### config.mk
export PLATFORM = sky130hd
export DESIGN_NAME = serial_add_seq
export DESIGN_NICKNAME = d
export VERILOG_FILES = /design/src/rtl/serial_add_pkg.sv /design/src/rtl/serial_add_seq_fifo.sv /design/src/rtl/serial_add_seq.sv
export SDC_FILE = /design/constraint.sdc
export NUM_CORES = 1
export LEC_CHECK = 0
export CAP_MARGIN = 5
export CORE_MARGIN = 3
export CORE_UTILIZATION = 35
export CTS_CLUSTER_DIAMETER = 30
export DETAILED_ROUTE_END_ITERATION = 6
export PLACE_DENSITY_LB_ADDON = 0.15
export SYNTH_ARGS = -nofsm -noshare
export SYNTH_HDL_FRONTEND = slang
export SYNTH_SLANG_ARGS = --single-unit
### constraint.sdc
create_clock -name clk -period 2.9 [get_ports clk]
set_clock_uncertainty 0.05 [all_clocks]
set_input_delay 0.29 -clock clk [delete_from_list [all_inputs] [get_ports clk]]
set_output_delay 0.29 -clock clk [all_outputs]
set_load 0.02 [all_outputs]
### src/rtl/serial_add_pkg.sv
// Shared types and defaults for the serial adder issue stage.
package serial_add_pkg;

    localparam int DEF_WIDTH = 16;
    localparam int DEF_CTRW  = 5;
    localparam int DEF_COUNT = 16;

    typedef enum logic [1:0] {
        IDLE  = 2'd0,
        ISSUE = 2'd1,
        WAIT  = 2'd2,
        DRAIN = 2'd3
    } state_e;

    typedef struct packed {
        logic [DEF_WIDTH-1:0] a;
        logic [DEF_WIDTH-1:0] b;
    } pair_t;

endpackage

### src/rtl/serial_add_seq_fifo.sv
// DEPTH x DW synchronous FIFO with occupancy count; head word is visible combinationally.
module seq_fifo #(
    parameter int DEPTH = 4,
    parameter int DW    = 32,
    localparam int AW   = $clog2(DEPTH),
    localparam int CW   = $clog2(DEPTH + 1)
) (
    input  logic          clk,
    input  logic          rst,
    input  logic          push,
    input  logic [DW-1:0] wdata,
    input  logic          pop,
    output logic [DW-1:0] rdata,
    output logic [CW-1:0] count,
    output logic          empty
);

    logic [DW-1:0] mem_q [DEPTH];
    logic [AW-1:0] wr_ptr_q, wr_ptr_d;
    logic [AW-1:0] rd_ptr_q, rd_ptr_d;
    logic [CW-1:0] count_q, count_d;
    logic          wr_en, rd_en;

    // Guard against over/underflow so callers cannot corrupt the pointers.
    assign wr_en = push && (count_q != CW'(DEPTH));
    assign rd_en = pop && (count_q != '0);

    always_comb begin
        wr_ptr_d = wr_ptr_q;
        rd_ptr_d = rd_ptr_q;
        count_d  = count_q;
        if (wr_en) wr_ptr_d = wr_ptr_q + AW'(1);
        if (rd_en) rd_ptr_d = rd_ptr_q + AW'(1);
        case ({wr_en, rd_en})
            2'b10:   count_d = count_q + CW'(1);
            2'b01:   count_d = count_q - CW'(1);
            default: count_d = count_q;
        endcase
    end

    always_ff @(posedge clk or posedge rst) begin
        if (rst) begin
            wr_ptr_q <= '0;
            rd_ptr_q <= '0;
            count_q  <= '0;
        end else begin
            wr_ptr_q <= wr_ptr_d;
            rd_ptr_q <= rd_ptr_d;
            count_q  <= count_d;
        end
    end

    always_ff @(posedge clk) begin
        if (wr_en) mem_q[wr_ptr_q] <= wdata;
    end

    assign rdata = mem_q[rd_ptr_q];
    assign count = count_q;
    assign empty = (count_q == '0);

endmodule

### src/rtl/serial_add_seq.sv
// Issue stage in front of the non-pipelined bit-serial adder: FIFO-buffered operands, one add in flight.
// Optional watchdog on the adder's done: define SERIAL_ADD_SEQ_TMO_EN.
module serial_add_seq
    import serial_add_pkg::*;
#(
    parameter int WIDTH   = DEF_WIDTH,
    parameter int CTRW    = DEF_CTRW,
    parameter int COUNT   = DEF_COUNT,
    parameter int DEPTH   = 4,
    parameter int TMO_CYC = 64
) (
    input  logic             clk,
    input  logic             rst,
    input  logic             in_valid,
    output logic             in_ready,
    input  logic [WIDTH-1:0] in_a,
    input  logic [WIDTH-1:0] in_b,
    output logic             add_start,
    output logic [WIDTH-1:0] add_a,
    output logic [WIDTH-1:0] add_b,
    output logic [CTRW-1:0]  add_count,
    input  logic             add_done,
    input  logic [WIDTH-1:0] add_sum,
    output logic             out_valid,
    input  logic             out_ready,
    output logic [WIDTH-1:0] out_sum,
    output logic             busy
`ifdef SERIAL_ADD_SEQ_TMO_EN
   ,output logic             tmo_err
`endif
);

    localparam int CW = $clog2(DEPTH + 1);

    if (DEPTH < 2 || (DEPTH & (DEPTH - 1)) != 0 || TMO_CYC < 1) begin : g_bad_cfg
        $error("serial_add_seq: DEPTH must be a power of two >= 2 and TMO_CYC >= 1");
    end

    state_e           state_q, state_d;
    logic             add_start_q, add_start_d;
    logic [WIDTH-1:0] add_a_q, add_a_d;
    logic [WIDTH-1:0] add_b_q, add_b_d;
    logic             out_valid_q, out_valid_d;
    logic [WIDTH-1:0] out_sum_q, out_sum_d;

    logic               fifo_push, fifo_pop, fifo_empty;
    logic [2*WIDTH-1:0] fifo_rdata;
    logic [CW-1:0]      fifo_count;

`ifdef SERIAL_ADD_SEQ_TMO_EN
    localparam int TW = $clog2(TMO_CYC + 1);
    logic [TW-1:0] tmo_cnt_q, tmo_cnt_d;
    logic          tmo_err_q, tmo_err_d;
`endif

    // Full means no push even if a pop happens this cycle; keeps in_ready off the pop path.
    assign in_ready  = (fifo_count != CW'(DEPTH));
    assign fifo_push = in_valid && in_ready;

    seq_fifo #(
        .DEPTH (DEPTH),
        .DW    (2 * WIDTH)
    ) u_fifo (
        .clk   (clk),
        .rst   (rst),
        .push  (fifo_push),
        .wdata ({in_a, in_b}),
        .pop   (fifo_pop),
        .rdata (fifo_rdata),
        .count (fifo_count),
        .empty (fifo_empty)
    );

    always_comb begin
        state_d     = state_q;
        add_start_d = 1'b0;
        add_a_d     = add_a_q;
        add_b_d     = add_b_q;
        out_valid_d = out_valid_q;
        out_sum_d   = out_sum_q;
        fifo_pop    = 1'b0;
`ifdef SERIAL_ADD_SEQ_TMO_EN
        tmo_cnt_d   = tmo_cnt_q;
        tmo_err_d   = tmo_err_q;
`endif

        if (out_valid_q && out_ready) begin
            out_valid_d = 1'b0;
`ifdef SERIAL_ADD_SEQ_TMO_EN
            tmo_err_d   = 1'b0;
`endif
        end

        case (state_q)
            IDLE: begin
                // Single result slot: an unaccepted sum blocks the next issue.
                if (!fifo_empty && !out_valid_q) begin
                    fifo_pop           = 1'b1;
                    {add_a_d, add_b_d} = fifo_rdata;
                    add_start_d        = 1'b1;
                    state_d            = ISSUE;
                end
            end
            ISSUE: begin
                state_d = WAIT;
`ifdef SERIAL_ADD_SEQ_TMO_EN
                tmo_cnt_d = '0;
`endif
            end
            WAIT: begin
                if (add_done) begin
                    out_sum_d   = add_sum;
                    out_valid_d = 1'b1;
                    state_d     = DRAIN;
                end
`ifdef SERIAL_ADD_SEQ_TMO_EN
                else if (tmo_cnt_q == TW'(TMO_CYC - 1)) begin
                    out_sum_d   = '1;
                    out_valid_d = 1'b1;
                    tmo_err_d   = 1'b1;
                    state_d     = DRAIN;
                end else begin
                    tmo_cnt_d = tmo_cnt_q + TW'(1);
                end
`endif
            end
            DRAIN: begin
                // done is a level; wait for it to drop so it is never counted twice.
                if (!add_done) state_d = IDLE;
            end
            default: state_d = IDLE;
        endcase
    end

    always_ff @(posedge clk or posedge rst) begin
        if (rst) begin
            state_q     <= IDLE;
            add_start_q <= 1'b0;
            add_a_q     <= '0;
            add_b_q     <= '0;
            out_valid_q <= 1'b0;
            out_sum_q   <= '0;
        end else begin
            state_q     <= state_d;
            add_start_q <= add_start_d;
            add_a_q     <= add_a_d;
            add_b_q     <= add_b_d;
            out_valid_q <= out_valid_d;
            out_sum_q   <= out_sum_d;
        end
    end

`ifdef SERIAL_ADD_SEQ_TMO_EN
    always_ff @(posedge clk or posedge rst) begin
        if (rst) begin
            tmo_cnt_q <= '0;
            tmo_err_q <= 1'b0;
        end else begin
            tmo_cnt_q <= tmo_cnt_d;
            tmo_err_q <= tmo_err_d;
        end
    end
    assign tmo_err = tmo_err_q;
`endif

    assign add_start = add_start_q;
    assign add_a     = add_a_q;
    assign add_b     = add_b_q;
    assign add_count = CTRW'(COUNT);
    assign out_valid = out_valid_q;
    assign out_sum   = out_sum_q;
    assign busy      = (state_q != IDLE) || !fifo_empty;

endmodule

==> results of run 1 <==
## state kept, by name, indices dropped and copies added, names as in the netlist
register         count
add_a               16
out_sum             16
u_fifo.wr_ptr_q      2
state_q              2
u_fifo.rd_ptr_q      2
u_fifo.mem_q       128
u_fifo.count         3
out_valid            1
add_b               16
add_start            1
## through the flow
step / setup WS [ns] / instances / hold WS [ns]
finish: 0.290 / 732 / 0.0741
CTS: 0.240 / 732 / 0.0647
floorplan: 0.558 / 338 / 0.336
global placement: 0.715 / 700 / 0.440
global route: 0.133 / 732 / 0.0925
detailed placement: 0.680 / 700 / 0.443
## power breakdown
group          leakage (nW)  switching, mW  internal (mW)
clock network         0.268          0.970           1.18
logic                  1.21           1.64           2.04
registers              1.87          0.414           3.70
total                  3.34           3.02           6.92
## worst register-to-register path: stages (launching register included)
cell and delay [ns]:
dfrtp_1 0.43, or3b_4 0.44, and2_4 0.19, inv_1 0.05
ha_1 0.16, inv_1 0.06, fa_1 0.37, xor2_1 0.15
nor2_1 0.11, xor2_1 0.15
## routing by layer
layer / share of wire (%) / track usage, %
met1: 45 / 16.2
met2: 49 / 21.6
met3: 5.0 / 4.06
met4: 0.99 / 3.71
met5: 0 / 0
## worst min-delay path by stage
stage | start | end | slack (ns)
after floorplan | out_ready | out_valid | 0.34
after global placement | out_sum[14] | out_sum[14] | 0.44
final | rst | add_b[0] | 0.07
after global routing | rst | add_b[0] | 0.09
after CTS | rst | add_b[0] | 0.06
after detailed placement | out_sum[10] | out_sum[10] | 0.44
## area by class of cell
| cell class | count | area (µm²) | share of cell area [%] |
|---|---|---|---|
| flip-flops and latches | 187 | 5320 | 58.0 |
| multi-input cells | 124 | 1760 | 19.2 |
| inverters | 10 | 37.5 | 0.409 |
| clock buffers | 18 | 429 | 4.67 |
| clock inverters | 14 | 121 | 1.32 |
| well taps | 265 | 332 | 3.61 |
| repair buffers | 114 | 1180 | 12.8 |
## cells by family after synthesis
logic type / after synthesis
DFF: 187
muxes: 82
buffers and inverters: 27
and+or+nand+nor: 17
adders and majority gates: 10
xor gates and xnor gates: 6
AOI/OAI and AO/OA: 4
other: 2
## cell usage after synthesis (all sizes together)
cell    instances
a22oi           1
a32oi           1
and2            1
and3            4
buf            16
clkbuf          1
conb            2
dfrtp          59
edfxtp        128
fa              1
ha              9
inv            10
mux2           50
mux4           32
nand2           2
nand2b          1
nand3           1
nor2            2
nor3            1
nor3b           2
nor4bb          1
o21ai           2
or3b            1
or4b            1
xnor2           2
xor2            4
## placed cells by master (no fill, tap or decap), types with 9 or more instances in the layout
master / count
mux2_4: 29
mux4_2: 30
clkbuf_16: 17
mux2_2: 21
inv_1: 9
clkdlybuf4s50_1: 104
ha_1: 9
edfxtp_1: 128
dfrtp_1: 57
==> run_results.csv, run 1 <==
group,metric,value,unit
global_routing,gr-total-overflow,0,
place,gp_congestion,0.657,
worst_setup_path,cp_cell_sequence,"inv_1 > ha_1 > or4b_1 > clkdlybuf4s50_1",
worst_setup_path,cp.depth,4,
logic_synthesis,synth_area_leaders,"edfxtp_1 (53%), dfrtp_1 (20%), mux4_2 (9.3%), mux2_4 (6.0%), mux2_2 (3.3%)",
detailed_routing,dr_total_vias,3367,
worst_setup_path,cp.required,2.56,ns
clocking,clk_latency,0.42,ns
worst_setup_path,crit_slowest_cell,"clkdlybuf4s50_1",
worst_setup_path,rr_startpoint,"u_fifo.count[1]",
logic_synthesis,ys_ff_latch,187,
cells_and_area,nets,517,
clocking,cts_max_path_buffers,2,
timing,maxSlewHeadroom,53.3,%
worst_setup_path,critPathLaunch,"state_q[0]",
place,dp_hpwl,8140,µm
power,total_power,9.95,mW
clocking,clkTransAtPathRegs,0.07,ns
timing,finalCriticalPeriod,2.61,ns
timing,setup_viol,0,
clocking,clkSinkCount,187,
logic_synthesis,ys_seq_area_share,73.4,%
floorplanning,rows,51,
cells_and_area,fin_area,9180,µm²
timing,finalMaxSlewViolations,0,
place,post_dp_cell_area,8630,µm²
global_routing,grt_max_degree,51,
global_routing,grt_use_total,12.9,%
worst_setup_path,path_class,"reg -> out",
floorplanning,die_w,150,µm
job,drv_cap,0,
logic_synthesis,synthMuxAreaShare,19.3,%
timing,rsz0062_at_grt,"no",
logic_synthesis,ys_warn_count,0,
detailed_routing,drc,0,
timing,fmax,383,MHz
worst_setup_path,worstReg2RegEnd,"u_fifo.count[2]",
detailed_routing,wl_per_cell,18.7,µm
worst_setup_path,cp-start-kind,"register",
floorplanning,die_h,150,µm
logic_synthesis,yosys.area.top_type,"edfxtp_1",
worst_hold_path,min_path_type,"in -> async",
worst_setup_path,crit_arrival,2.27,ns
logic_synthesis,synth_top_family_by_area,"multiplexers",
cells_and_area,syn_to_final_growth,26.8,%
timing,tns,0,ns
clocking,cts_tree,"built",
floorplanning,start_util,36.4,%
logic_synthesis,synth_compound_area_share,0.363,%
detailed_routing,drt_iter0_markers,155,
cells_and_area,num-fill-cells,1698,
logic_synthesis,synthesis.instances,335,
global_routing,grt_pass1_vias,3610,
floorplanning,design.die.area,22500,µm²
cells_and_area,n_antenna_cell,0,
detailed_routing,vias_per_cell,4.60,
worst_setup_path,cp-end-kind,"output pin",
timing,worst_slew_pin_slew,0.698,ns
floorplanning,num_io_pins,110,
logic_synthesis,synth_top_area_share,53.1,%
logic_synthesis,synth_xor_area_share,0.726,%
clocking,cts_resized,0,
clocking,cts_buffers,17,
power,vdd_drop_max,446,µV
worst_setup_path,crit_buf_inv,2,
detailed_routing,firstDrtPassIters,4,
cells_and_area,utilization,46.1,%
worst_setup_path,path_delay_family,"buffers and inverters",
timing,fin_crit_sh,90.0,%
power,power_density,1080,nW/µm²
worst_setup_path,crit_fanout,5,
worst_setup_path,r2r_cells,9,
cells_and_area,drive_gt1_share,28.1,%
clocking,cts_setup_buffers,0,
clocking,clock-root-buffer,"clkbuf_16",
logic_synthesis,syn_area_per_cell,21.6,µm²
status,outcome,"complete, no violations",
logic_synthesis,synth_fa_ha_area_share,1.83,%
worst_setup_path,r2r_slack,0.67,ns
clocking,cts-hold-fix-buffers,0,
global_routing,grt_pass1_wl,21200,µm
logic_synthesis,synth-simple-area-share,1.76,%
clocking,htree_levels,4,
global_routing,antenna_found_initial,0,
power,power.leakage,3.34,nW
logic_synthesis,synth_cell_types,32,
worst_setup_path,cpPeakStageDelay,0.58,ns
floorplanning,coreArea,19900,µm²
logic_synthesis,syn_area,7240,µm²
detailed_routing,wl,13700,µm
worst_setup_path,cp-endpoint,"busy",
place,io_buffers,104,
detailed_routing,detail-route-antenna-nets,0,
timing,finalHoldViolations,0,
No activity file was read; power rests on OpenSTA's default activity.
==> run 2, diff against run 1 <==
==> constraint.sdc (replaced) <==
create_clock -name clk -period 3.1 [get_ports clk]
set_clock_uncertainty 0.05 [all_clocks]
set_input_delay 0.31 -clock clk [delete_from_list [all_inputs] [get_ports clk]]
set_output_delay 0.31 -clock clk [all_outputs]
set_load 0.02 [all_outputs]
==> run_results.csv, run 2 (synthesis results as in run 1) <==
group,metric,value,unit
status,outcome,"complete, no violations",
global_routing,antenna_found_initial,1,
worst_setup_path,crit_fanout,5,
cells_and_area,final_cell_mix,"edfxtp_1 (128), clkdlybuf4s50_1 (104), dfrtp_1 (57), mux4_2 (30), mux2_4 (29)",
floorplanning,design.die.area,22500,µm²
floorplanning,rows,51,
timing,tns,0,ns
timing,setup_viol,0,
worst_setup_path,crit_arrival,2.27,ns
global_routing,grt_pass1_vias,3718,
clocking,cts_max_path_buffers,2,
clocking,cts_resized,0,
clocking,clk_latency,0.43,ns
timing,finalCriticalPeriod,2.63,ns
clocking,cts_buffers,17,
cells_and_area,largest_reg_flops,128,
detailed_routing,drt_iter0_markers,114,
detailed_routing,drc,0,
detailed_routing,dr_total_vias,3422,
cells_and_area,drive_gt1_share,28.0,%
timing,maxSlewHeadroom,38.1,%
power,power.leakage,3.34,nW
place,gp_congestion,0.673,
timing,rsz0062_at_grt,"no",
place,io_buffers,104,
clocking,htree_levels,4,
power,swShare,31.0,%
clocking,clock-root-buffer,"clkbuf_16",
floorplanning,die_h,150,µm
detailed_routing,firstDrtPassIters,4,
power,power_density,1020,nW/µm²
worst_setup_path,rr_startpoint,"u_fifo.count[1]",
timing,fmax,381,MHz
place,dp_hpwl,8170,µm
worst_setup_path,cp-start-kind,"register",
detailed_routing,vias_per_cell,4.69,
detailed_routing,wl,13800,µm
clocking,clkTransAtPathRegs,0.07,ns
global_routing,grt_max_degree,34,
cells_and_area,fin_area,9170,µm²
floorplanning,coreArea,19900,µm²
power,vdd_drop_max,503,µV
cells_and_area,nets,515,
timing,finalHoldViolations,0,
detailed_routing,detail-route-antenna-nets,0,
clocking,cts-hold-fix-buffers,0,
cells_and_area,utilization,46.1,%
clocking,cts_tree,"built",
worst_setup_path,critPathLaunch,"state_q[0]",
power,p_comb_share,35.7,%
place,post_dp_cell_area,8590,µm²
power,p_clk_share,22.6,%
timing,finalMaxSlewViolations,0,
floorplanning,num_io_pins,110,
detailed_routing,wl_per_cell,18.9,µm
cells_and_area,syn_to_final_growth,26.6,%
floorplanning,start_util,36.4,%
cells_and_area,n_antenna_cell,0,
worst_setup_path,cp.required,2.74,ns
timing,worst_slew_pin_slew,0.928,ns
global_routing,gr-total-overflow,0,
power,p_sw,2.91,mW
cells_and_area,largest-register,"u_fifo.mem_q",
worst_setup_path,path_class,"reg -> out",
worst_setup_path,cp-end-kind,"output pin",
global_routing,grt_use_total,13.1,%
power,sequentialPowerShare,41.7,%
global_routing,grt_pass1_wl,21200,µm
clocking,cts_setup_buffers,0,
clocking,clkSinkCount,187,
power,p_int,6.49,mW
job,drv_cap,0,
timing,fin_crit_sh,84.8,%
cells_and_area,layout_commonest_cell,"edfxtp_1",
floorplanning,die_w,150,µm
worst_hold_path,min_path_type,"in -> async",
-- run 2: worst max-delay path: stages (launching register included) --
cell	delay (ns)
dfrtp_1	0.38
inv_1	0.12
ha_1	0.25
or4b_1	0.51
clkdlybuf4s50_1	0.58
-- run 2: final cells by class --
| class | instances | area, µm² |
|---|---|---|
| flip-flops and latches | 187 | 5320 |
| multi-input cells | 124 | 1760 |
| clock inverters | 15 | 153 |
| fillers | 1727 | 10700 |
| clock buffers | 17 | 425 |
| inverters | 10 | 37.5 |
| repair buffers | 112 | 1140 |
| well taps | 265 | 332 |
-- run 2: stage by stage --
stage | setup slack (ns) | instances | hold WS (ns) | total power, mW
floorplan | 0.758 | 338 | 0.356 | 6.13
global placement | 0.920 | 698 | 0.439 | 7.36
detailed placement | 0.860 | 698 | 0.443 | 7.42
CTS | 0.420 | 730 | 0.248 | 9.58
global route | 0.341 | 730 | 0.297 | 9.93
finish | 0.472 | 730 | 0.250 | 9.40
-- run 2: worst paths after layout --
check,endpoint,depth (start not counted),slack [ns]
max,busy,4,0.47
min,out_sum[4],2,0.25
max reg2reg,u_fifo.count[2],9,0.86
min reg2reg,add_b[2],1,0.46
max in group asynchronous,u_fifo.rd_ptr_q[1],3,2.10
min in group clk,out_valid,2,0.40
-- run 2: per-layer routing --
metal	wire length, µm	part of all wire [%]	up-vias	global-route usage [%]
met5	13	0.094	-	0
met4	230	1.7	2	5.58
met3	755	5.5	22	3.82
met2	6790	49	105	21.1
met1	6030	44	1755	16.5
li1	-	-	1538	-
-- run 2: power groups by stage --
stage               Clock [mW]  Sequential (mW)  Combinational (mW)
global route              2.30             4.02                3.61
floorplan                    0             4.17                1.95
CTS                       2.20             3.94                3.44
global placement             0             3.96                3.40
finish                    2.12             3.92                3.35
detailed placement           0             3.98                3.44
==> run 3, diff against run 2 <==
==> constraint.sdc (replaced) <==
create_clock -name clk -period 2.4 [get_ports clk]
set_clock_uncertainty 0.05 [all_clocks]
set_input_delay 0.24 -clock clk [delete_from_list [all_inputs] [get_ports clk]]
set_output_delay 0.24 -clock clk [all_outputs]
set_load 0.02 [all_outputs]
==> run_results.csv, run 3 (synthesis results as in run 1) <==
group,metric,value,unit
status,outcome,"complete, no violations",
floorplanning,start_util,36.4,%
cells_and_area,drive_gt1_share,28.9,%
clocking,cts-hold-fix-buffers,0,
power,vdd_drop_max,523,µV
detailed_routing,wl_per_cell,18.7,µm
worst_setup_path,r2r_cells,9,
cells_and_area,layout_commonest_cell,"edfxtp_1",
global_routing,met3_usage,4.00,%
worst_setup_path,cpPeakStageDelay,0.44,ns
worst_setup_path,crit_fanout,6,
place,io_buffers,104,
worst_setup_path,cp-end-kind,"register",
global_routing,met2_usage,20.8,%
worst_setup_path,crit_slowest_cell,"or3b_4",
cells_and_area,utilization,46.6,%
timing,maxSlewHeadroom,53.9,%
timing,worst_hold_slack,0.0862,ns
floorplanning,num_io_pins,110,
detailed_routing,firstDrtPassIters,4,
timing,worst_slew_pin_slew,0.691,ns
detailed_routing,detail-route-antenna-nets,0,
clocking,htree_levels,4,
global_routing,grt_pass1_vias,3679,
clocking,clk_latency,0.43,ns
global_routing,grt_max_degree,45,
detailed_routing,dr_total_vias,3387,
detailed_routing,drt_iter0_markers,107,
clocking,cts_setup_buffers,0,
timing,finalMaxSlewViolations,0,
power,p_comb_share,36.5,%
place,dp_hpwl,7910,µm
global_routing,busiest_layer,"met2",
clocking,clkTransAtPathRegs,0.07,ns
floorplanning,die_w,150,µm
clocking,clock-root-buffer,"clkbuf_16",
power,power_density,1340,nW/µm²
global_routing,met1_usage,16.4,%
cells_and_area,syn_to_final_growth,28.1,%
floorplanning,die_h,150,µm
power,p_sw,3.80,mW
global_routing,grt_pass1_wl,21300,µm
detailed_routing,wl,13700,µm
global_routing,grt_use_total,12.9,%
worst_setup_path,path_class,"reg -> reg",
power,p_clk_share,23.8,%
cells_and_area,final_cell_mix,"edfxtp_1 (128), clkdlybuf4s50_1 (103), dfrtp_1 (57), mux4_2 (30), mux2_4 (29)",
place,gp_congestion,0.682,
global_routing,gr-total-overflow,0,
floorplanning,coreArea,19900,µm²
timing,rsz0062_at_grt,"no",
cells_and_area,largest-register,"u_fifo.mem_q",
clocking,cts_tree,"built",
timing,setup_viol,0,
worst_setup_path,cp_cell_sequence,"or3b_4 > and2_4 > inv_1 > ha_1 > inv_1 > fa_1 > xor2_1 > nor2_1 > xor2_1",
timing,tns,0,ns
cells_and_area,largest_reg_flops,128,
floorplanning,rows,51,
cells_and_area,fin_area,9280,µm²
clocking,cts_buffers,17,
timing,fmax,445,MHz
clocking,cts_max_path_buffers,2,
place,post_dp_cell_area,8660,µm²
clocking,cts_resized,2,
worst_setup_path,cp-start-kind,"register",
power,swShare,30.5,%
job,drv_cap,0,
timing,finalHoldViolations,0,
timing,fin_crit_sh,93.7,%
worst_hold_path,min_path_type,"in -> async",
worst_setup_path,crit_arrival,2.56,ns
cells_and_area,nets,517,
cells_and_area,n_antenna_cell,0,
timing,finalWorstSetupSlack,0.152,ns
timing,finalCriticalPeriod,2.25,ns
worst_setup_path,cp.required,2.71,ns
power,p_int,8.65,mW
global_routing,antenna_found_initial,0,
detailed_routing,drc,0,
clocking,clkSinkCount,187,
power,power.leakage,3.39,nW
floorplanning,design.die.area,22500,µm²
detailed_routing,vias_per_cell,4.63,
power,sequentialPowerShare,39.7,%
place,pre_cts_ws,0.178,ns
-- run 3: cell types whose count changed in the layout (fill, tap and decap cells not counted), sizes merged --
cell           change
clkinv             +1
clkinvlp           -1
buf                +2
clkbuf             +1
inv                -2
bufinv             +2
clkdlybuf4s50      -1
-- run 3: power groups by stage --
| stage | combinational [mW] | sequential, mW | clock (mW) |
|---|---|---|---|
| after global routing | 4.89 | 5.04 | 3.20 |
| after global placement | 4.60 | 4.98 | 0 |
| after detailed placement | 4.65 | 5.01 | 0 |
| after floorplan | 2.52 | 5.39 | 0 |
| after CTS | 4.65 | 4.96 | 3.04 |
| final | 4.54 | 4.94 | 2.97 |
-- run 3: worst paths after layout --
| kind | start | slack [ns] | endpoint |
|---|---|---|---|
| max in group asynchronous | rst | 1.61 | u_fifo.rd_ptr_q[0] |
| setup reg to reg | u_fifo.count[1] | 0.15 | u_fifo.count[2] |
| min in group clk | out_ready | 0.31 | out_valid |
| hold / removal | rst | 0.09 | add_a[11] |
| hold reg to reg | out_sum[5] | 0.46 | out_sum[5] |
| setup / recovery | u_fifo.count[1] | 0.15 | u_fifo.count[2] |
-- run 3: cell type report --
type	instances	area, µm²
Timing Repair Buffer	114	1200
Tap cell	265	332
Inverter	10	37.5
Fill cell	1709	10600
Sequential cell	187	5320
Multi-Input combinational cell	124	1770
Clock buffer	17	425
Clock inverter	15	200
-- run 3: stage by stage --
stage               power (mW)  std cells
floorplan                 7.92        338
global placement          9.58        700
detailed placement        9.66        700
CTS                       12.7        732
global route              13.1        732
finish                    12.5        732
-- run 3: per-layer routing --
| metal | routed length [µm] | share of wire, % |
|---|---|---|
| met5 | 0 | 0 |
| met4 | 167 | 1.2 |
| met3 | 772 | 5.7 |
| met2 | 6680 | 49 |
| met1 | 6030 | 44 |
-- run 3: critical path, delay by kind of cell, from the launching register on --
family / cells / cell delay, ns
simple gates: 3 / 0.74
fa+ha+maj: 2 / 0.54
flops: 1 / 0.43
xor+xnor: 2 / 0.30
buf+inv: 2 / 0.11
==> RTL change: new RTL, settings of run 3 <==
The option `SERIAL_ADD_SEQ_TMO_EN` is turned on by a define.
--- a/src/rtl/serial_add_seq.sv
+++ b/src/rtl/serial_add_seq.sv
@@ -1,5 +1,7 @@
 // Issue stage in front of the non-pipelined bit-serial adder: FIFO-buffered operands, one add in flight.
 // Optional watchdog on the adder's done: define SERIAL_ADD_SEQ_TMO_EN.
+`define SERIAL_ADD_SEQ_TMO_EN
+
 module serial_add_seq
     import serial_add_pkg::*;
 #(
Behaviour (old outputs only; new: tmo_err): same outputs for any inputs over 10 cycles, from zero or initial values and one cycle with rst high; that may be too few to reach the edited logic, so the function may still have changed.
==> RTL change against run 3 <==
- setup slack lost 0.021 ns
- first-iteration DRC count grew 28%
- largest power group unchanged
- core utilization shrank 1.5 points
- cell area grew 2.9%
- largest cell class unchanged
- sequential power grew 4%
- area after synthesis grew 4.5%
- power shrank 2.3%
- clock power shrank 9.4%
- sequential cell count grew 8
- count of clock-buffer cells in the layout is the same
- routed wire length grew 5.7%
==> RTL change: results <==
status:
  status: "complete, no violations"
final_layout:
  layoutNonFillerInstCount: 788
  layout-drive-gt1-share_pct: 23.8
  nets: 565
placement:
  dp_hpwl_um: 9300
  numPortBuffers: 105
  gp_congestion: 0.699
synth:
  ys_top_cells_by_area: "edfxtp_1, dfrtp_1, mux4_2"
  synth_cell_types: 44
  synthArstFlopShare_pct: 34.4
  synth_common_cells: "edfxtp_1, dfrtp_1, mux2_2"
  ys_seq_area_share_pct: 72.9
setup_path:
  reg2reg_from: "u_fifo.count[0]"
  crit_slowest_cell: "dfrtp_1"
  r2r_cells: 10
  crit_arrival_ns: 2.57
  reg2reg_slack_ns: 0.13
routing:
  drt-initial-drc-count: 137
  wl_um: 14400
  routed_via_density: 4.79
power_and_ir_drop:
  p_leak_nw: 3.45
global_routing:
  grt_pass1_vias: 4119
  grt_max_degree: 47
timing:
  fin_hold_ws_ns: 0.106
  slew_headroom_pct: 61.8
[RTL change: cell type report]
cell class | count | area [um2]
Sequential cell | 195 | 5520
Clock buffer | 17 | 425
Inverter | 11 | 42.5
Tap cell | 275 | 344
Fill cell | 1847 | 11600
Timing Repair Buffer | 118 | 1200
Multi-Input combinational cell | 157 | 1870
Clock inverter | 15 | 145
[RTL change: power breakdown]
| group | leakage (nW) | internal (mW) | switching, mW |
|---|---|---|---|
| sequential | 1.96 | 4.62 | 0.526 |
| clock | 0.281 | 1.38 | 1.31 |
| combinational | 1.21 | 2.30 | 2.03 |
[RTL change: worst max path at each step]
stage / start / to / cells after the start / slack, ns
3_5_place_dp: u_fifo.count[0] / u_fifo.count[2] / 10 / 0.17
5_1_grt: u_fifo.count[0] / u_fifo.count[2] / 10 / 0.001
3_3_place_gp: state_q[0] / u_fifo.count[2] / 9 / 0.30
4_1_cts: u_fifo.count[0] / u_fifo.count[2] / 10 / 0.15
6_report: u_fifo.count[0] / u_fifo.count[2] / 10 / 0.13
2_1_floorplan: state_q[0] / u_fifo.count[2] / 10 / 0.008
[RTL change: routing by layer]
metal / global-route usage [%] / up-vias / routed length, um
met1: 15.3 / 1946 / 6000
met3: 3.14 / 14 / 614
met2: 23.1 / 100 / 7610
met4: 4.71 / 0 / 206
li1: - / 1716 / -
met5: 0 / - / 0
[RTL change: cell families (layout without fill, tap and decap cells)]
kind of cell,count (synthesis),after routing,synth area share (%)
flip-flops,195,195,72.9
multiplexers,68,68,15.2
AND/OR/NAND/NOR,35,35,2.79
AO/OA/AOI/OAI,30,30,3.57
buffers and inverters,30,161,2.56
adder cells (fa/ha/maj),12,12,2.08
XOR/XNOR,7,7,0.810
other,2,5,0.0992
[RTL change: metrics by stage]
step	worst slack, ns	power [mW]	area, um2
after detailed placement	0.167	9.67	8980
after CTS	0.153	12.4	9550
after global routing	0.00120	12.9	9550
after floorplan	0.00763	7.93	7580
after global placement	0.305	9.56	8980
final	0.131	12.2	9550
[RTL change: worst max-delay path, delay by kind of cell, from the launching register on]
| kind | cells | cell delay [ns] |
|---|---|---|
| xor gates and xnor gates | 2 | 0.31 |
| adders and majority gates | 2 | 0.56 |
| buffers and inverters | 3 | 0.27 |
| DFF | 1 | 0.44 |
| and+or+nand+nor | 3 | 0.56 |
